==> config.mk <==
export PLATFORM = sky130hd
export DESIGN_NAME = sdram_readback_tx
export DESIGN_NICKNAME = d
export VERILOG_FILES = /design/src/rtl/sdram_readback_tx.sv
export SDC_FILE = /design/constraint.sdc
export NUM_CORES = 1
export LEC_CHECK = 0
export CORE_UTILIZATION = 49
export CTS_CLUSTER_DIAMETER = 60
export DETAILED_ROUTE_END_ITERATION = 8
export DONT_BUFFER_PORTS = 1
export SLEW_MARGIN = 20
export SYNTH_ARGS = -nofsm -noshare
export SYNTH_HDL_FRONTEND = slang
export SYNTH_SLANG_ARGS = --single-unit
==> constraint.sdc <==
create_clock -name iCLK -period 2.8 [get_ports iCLK]
set_input_delay 0.28 -clock iCLK [delete_from_list [all_inputs] [get_ports iCLK]]
set_output_delay 0.28 -clock iCLK [all_outputs]
set_load 0.05 [all_outputs]
==> src/rtl/sdram_readback_tx.sv <==
// sdram_readback_tx: reads one frame from SDRAM word by word and streams it
// out through the JTAG-UART data register, low byte first, gated by UART write space.
module sdram_readback_tx #(
  parameter int WORDS_PER_FRAME = 393216,
  parameter int FRAME_ADDR_BITS = 19
) (
  input  logic        iCLK,
  input  logic        iRST_N,
  input  logic        iTRIGGER,
  input  logic [5:0]  iFRAME_ID,
  input  logic        iWAIT_REQUEST,
  output logic        oRD_EN,
  output logic [24:0] oRD_ADDR,
  input  logic [15:0] iRD_DATA,
  input  logic        iRD_DATAVALID,
  output logic        oJTAG_SLAVE_ADDR,
  output logic        oJTAG_SLAVE_RDREQ,
  input  logic [31:0] iJTAG_SLAVE_RDDATA,
  output logic        oJTAG_SLAVE_WRREQ,
  output logic [31:0] oJTAG_SLAVE_WRDATA,
  input  logic        iJTAG_SLAVE_WAIT,
  output logic        oBUSY,
  output logic        oDONE
);
  typedef enum logic [2:0] {IDLE, SD_RD, SD_WAIT, POLL, CHK, TX_LO, TX_HI, FIN} state_t;
  state_t r_state, w_next;
  logic [5:0]                 r_frame_id;
  logic [FRAME_ADDR_BITS-1:0] r_word_idx;
  logic [15:0]                r_credit, r_word;
  logic                       r_pend_hi;
  logic                       w_last, w_unused;
  logic [15:0]                w_credit_dec;
  assign w_last       = r_word_idx == FRAME_ADDR_BITS'(WORDS_PER_FRAME - 1);
  assign w_credit_dec = r_credit - 16'd1;
  assign w_unused     = ^iJTAG_SLAVE_RDDATA[15:0];
  assign oRD_EN             = r_state == SD_RD;
  assign oRD_ADDR           = 25'({r_frame_id, r_word_idx});
  assign oJTAG_SLAVE_ADDR   = r_state == POLL;
  assign oJTAG_SLAVE_RDREQ  = r_state == POLL;
  assign oJTAG_SLAVE_WRREQ  = r_state == TX_LO || r_state == TX_HI;
  assign oJTAG_SLAVE_WRDATA = {24'd0, r_state == TX_HI ? r_word[15:8] : r_word[7:0]};
  assign oBUSY              = r_state != IDLE;
  assign oDONE              = r_state == FIN;
  always_ff @(posedge iCLK or negedge iRST_N)
    if (!iRST_N) r_state <= IDLE;
    else r_state <= w_next;
  always_comb begin
    w_next = r_state;
    case (r_state)
      IDLE:    if (iTRIGGER) w_next = SD_RD;
      SD_RD:   if (!iWAIT_REQUEST) w_next = SD_WAIT;
      SD_WAIT: if (iRD_DATAVALID) w_next = r_credit != 16'd0 ? TX_LO : POLL;
      POLL:    if (!iJTAG_SLAVE_WAIT) w_next = CHK;
      CHK:     w_next = r_credit == 16'd0 ? POLL : r_pend_hi ? TX_HI : TX_LO;
      TX_LO:   if (!iJTAG_SLAVE_WAIT) w_next = w_credit_dec != 16'd0 ? TX_HI : POLL;
      TX_HI:   if (!iJTAG_SLAVE_WAIT) w_next = w_last ? FIN : SD_RD;
      FIN:     w_next = IDLE;
      default: w_next = IDLE;
    endcase
  end
  // r_pend_hi remembers which byte resumes after a credit re-poll
  always_ff @(posedge iCLK or negedge iRST_N)
    if (!iRST_N) begin
      r_frame_id <= '0;
      r_word_idx <= '0;
      r_credit   <= '0;
      r_word     <= '0;
      r_pend_hi  <= 1'b0;
    end else begin
      case (r_state)
        IDLE: if (iTRIGGER) begin
          r_frame_id <= iFRAME_ID;
          r_word_idx <= '0;
          r_credit   <= '0;
          r_pend_hi  <= 1'b0;
        end
        SD_WAIT: if (iRD_DATAVALID) begin
          r_word    <= iRD_DATA;
          r_pend_hi <= 1'b0;
        end
        POLL: if (!iJTAG_SLAVE_WAIT) r_credit <= iJTAG_SLAVE_RDDATA[31:16];
        TX_LO: if (!iJTAG_SLAVE_WAIT) begin
          r_credit  <= w_credit_dec;
          r_pend_hi <= 1'b1;
        end
        TX_HI: if (!iJTAG_SLAVE_WAIT) begin
          r_credit <= w_credit_dec;
          if (!w_last) r_word_idx <= r_word_idx + FRAME_ADDR_BITS'(1);
        end
        default: ;
      endcase
    end
endmodule

* Word level (Yosys, flattened, before mapping)
Cells that the tools add are included.
Storage, ports and cells: register bits after elaboration 61, input port bits 60
Cells by class: add/subtract/negate cells 2, equality and inequality tests 16, muxes and demuxes 25, reduce and logical (&&, ||, !) cells 16
Operators by type and width (count):
- two-way mux 19 bit | 3
- two-way mux 16 bit | 3
- one-hot mux 16 bit (3 select lines) | 1
- one-hot mux 19 bit (2 select lines) | 1
- nonzero test 16 bit | 2
- two-way mux 3 bit | 10
- one-hot mux 3 bit (8 select lines) | 1
- adder 19 x 1 -> 19 bit, second input constant | 1
- == test 19 bit, second input constant | 1
- zero test 16 bit | 1
- != test 2 bit, second input constant | 8
- subtractor 16 x 1 -> 16 bit, second input constant | 1
- == test 3 bit, second input constant | 4
- AND reduction 4 bit | 3
- nonzero test 3 bit | 3
- two-way mux 8 bit | 1
- == test 3 x 2 -> 1 bit, second input constant | 2
- AND reduction 6 bit | 1
- AND reduction 2 bit | 2
- == test 3 x 1 -> 1 bit, second input constant | 1
- zero test 3 bit | 1
- two-way mux 1 bit | 3
- one-hot mux 1 bit (3 select lines) | 1
- two-way mux 2 bit | 1
- 3 further kinds | 3

* Depth between registers and ports, before layout
word-level depth 5, gate-level depth with buffers 8

* Least setup slack after synthesis
OpenSTA, ideal clock, no wires.
path kind register to output, start point reg r_state[0], end point out oRD_EN, arrival 2006 ps, required time 2520 ps, path slack 514 ps, cell stages (with the launch flop) 4, cells stage by stage dfrtp_1 buf_2 clkbuf_1 nor3b_1
Between the ends: word-level cells in the longest chain between the ends 1
Ends and longest elaborated chain:
- start: declaration | line 26 | state_t r_state, w_next;
- start signal: assignment | line 46 | else r_state <= w_next;
- == test 3 x 1 -> 1 bit | line 36 | assign oRD_EN = r_state == SD_RD;
- end: declaration | line 12 | output logic oRD_EN,
No other way between the ends.

* Worst setup path in the final report
start point reg r_state[1], end point out oJTAG_SLAVE_WRREQ
Between the ends: word-level cells in the longest chain between the ends 2, elaborated cells on any way between the ends 3
Ends and longest elaborated chain:
- == test 3 bit | line 40 | assign oJTAG_SLAVE_WRREQ = r_state == TX_LO || r_state == TX_HI;
- logical OR 1 bit * | line 40
- end: declaration | line 19 | output logic oJTAG_SLAVE_WRREQ,
Mark *: on every way between the ends. The rest lies on a longest branch, timed or not.

==> metrics.csv <==
metric;value;unit
fp-row-count;32;
die_area;8250;um2
clk_latency;0.34;ns
ys_top_cells_by_area;dfrtp_1 39%, nand2_1 7.2%, buf_4 5.0%;
grt_max_degree;62;
fp.dieW;90.9;um
ys_ff_latch;61;
cts_tree;built;
ios;123;
cts_buffers;9;
min_period;2.52;ns
avgRoutedWirePerCell;16.3;um
ant_nets;0;
num_vias;3284;
synthMuxAreaShare;5.72;%
first_iter_violations;145;
ys_async_sr_fraction;100;%
diodes;0;
postLayoutCoreUtil;54.9;%
setup-tns-final;0;ns
synth_xor_area_share;2.72;%
drive_gt1_share;15.5;%
vias_per_cell;5.86;
wl;9120;um
synth_simple_gate_area_share;26.0;%
fill_cells;717;
cp_max_fo;14;
grt_pass1_wl;15300;um
synth_compound_area_share;15.5;%
nets;516;
timing.fmax;397;MHz
start_util;50.3;%
yosys-top-cells-count;74 x nand2_1, 61 x dfrtp_1, 32 x o21ai_0;
slowest_delay;0.44;ns
p_per_area;1090;nW/um2
syn_to_final_growth;9.18;%
grt_pass1_vias;3102;
hold_viol;0;
firstDrtPassIters;4;
critPathCaptureType;output pin;
finalSetupViolations;0;
maxSlewViolCount;0;
htreeDepth;3;
clockRootBuffer;clkbuf_8;
post_cts_buffers;0;
gr-total-overflow;0;
core;7690;um2
hold_class;input port to flop;
synth_top_family_by_area;simple AND/OR/NAND/NOR gates;
ys_warn_count;0;
period_share;90.1;%
netlist_instances;442;
grt_usage;23.0;%
synth_edf_count;0;
synth_seq_area_share;39.5;%
synth_fa_ha_area_share;0.970;%
crit_path_frequent_cell;buf_4;
yosysTopAreaCell;dfrtp_1;
synth.distinct_cells;60;
tightest_slew;0.850;ns
cp.arrival;2.24;ns
irDropWorstVdd;518;uV
drc;0;
clock_sinks;61;
rsz0062_at_grt;no;
path_class;flop to output pin;
clockBufferDepth;2;
slew_headroom;43.1;%
synth.most_common_cell;nand2_1;
clk_pin_slew;0.07;ns
port-buffer-count;0;
synth_top_area_share;39.5;%
synthesis.area;3870;um2
ys.flop_type;dfrtp_1;
gp_congestion;0.822;
fin_skew;0.00872;ns
critPathLaunchType;flop;
maxCapViolCount;0;
crit_path_cell_trace;buf_4, xor2_1, nand2_1, clkinv_1, buf_4;
hpwl;6250;um
outcome;finished clean;
antenna_found_initial;0;
fp.dieH;90.9;um
slowest_stage;dfrtp_1;
required;2.52;ns
synth_area_per_cell;8.75;um2
leakage;0.00188;uW
[final timing paths]
path | start | endpoint | slack, ns | cells after the start
worst max-delay path | r_state[1] | oJTAG_SLAVE_WRREQ | 0.28 | 5
worst min-delay path | iFRAME_ID[1] | r_frame_id[1] | 0.04 | 2
worst max register to register | r_credit[0] | r_state[2] | 0.50 | 7
worst min register to register | r_word[12] | r_word[12] | 0.49 | 1
max in group asynchronous | iRST_N | r_word_idx[3] | 2.05 | 2
min in group asynchronous | iRST_N | r_frame_id[1] | 0.50 | 2
[metrics by stage]
step | instances | power (uW) | setup WS (ns) | hold WS [ns] | cell area (um2)
floorplan | 465 | 3360 | 0.514 | -0.0156 | 3960
global placement | 542 | 3660 | 0.555 | -0.0143 | 3960
detailed placement | 542 | 3700 | 0.519 | -0.0143 | 3960
CTS | 560 | 4640 | 0.299 | 0.0302 | 4220
global route | 560 | 4920 | 0.139 | 0.0348 | 4220
finish | 560 | 4620 | 0.278 | 0.0436 | 4220
[sequential cells by signal, indices dropped and copies added, names as in the netlist]
name and count:
r_word_idx 19, r_credit 16, r_word 16, r_frame_id 6, r_state 3, r_pend_hi 1
[layout by cell type (no fill, tap or decap), drive strengths merged, types with 3 or more instances in the layout]
master   instances
xor2             5
nor4             7
a211oi           3
dfrtp           61
and3b            4
and3             5
o21ai           32
and2             5
a22o             3
or3              8
nand2b           3
o2bb2ai          8
a22oi            4
nor3b            3
buf             30
mux2i            3
nor3            17
nand2           74
a21oi           14
xnor2            7
a31oi            3
clkbuf          10
nor2            27
ha               3
conb            24
a32oi            4
and4             4
nand4            8
clkinv           4
nand3           13
or4              7
mux2            17
o211ai           7
inv              6
[report_power, final]
part / leakage, uW / internal (uW) / total (uW) / switching (uW)
sequential: 0.000800 / 1170 / 1590 / 427
combinational: 0.000965 / 725 / 2130 / 1400
clock: 0.000112 / 524 / 901 / 377
total: 0.00188 / 2420 / 4620 / 2210
[what timing repair did]
action,CTS,global route
hold endpoints to repair,61,0
hold buffers,2,0
gates resized for setup,0,0
[routing by layer]
layer	wire length, um	global-route usage, %	share of wire [%]	vias to the layer above
li1	-	-	-	1560
met1	4180	30.1	46	1609
met2	4280	36.8	47	106
met3	560	6.99	6.1	9
met4	95	6.35	1.0	0
met5	0	0	0	-
[area by class of cell]
cell class	instances	area [um2]	share of cell area [%]
inverter	7	26.3	0.622
sequential	61	1530	36.1
multi-input combinational	343	2060	48.9
timing repair buffer	31	255	6.04
clock inverter	6	86.3	2.04
tap	102	128	3.02
clock buffer	10	138	3.26
[critical path: cells and delay by family, from the launching register on]
family | cells | cell delay, ns
simple gates | 1 | 0.37
flops | 1 | 0.44
xor+xnor | 1 | 0.18
buf+inv | 3 | 0.91
[cell families (layout without fill, tap and decap cells)]
| group | after synthesis | in the layout |
|---|---|---|
| xor gates and xnor gates | 12 | 12 |
| other | 1 | 24 |
| DFF | 61 | 61 |
| muxes | 20 | 20 |
| AOI/OAI and AO/OA | 91 | 91 |
| and+or+nand+nor | 193 | 193 |
| adders and majority gates | 3 | 3 |
| buffers and inverters | 61 | 54 |
(Power assumes the default switching activity.)
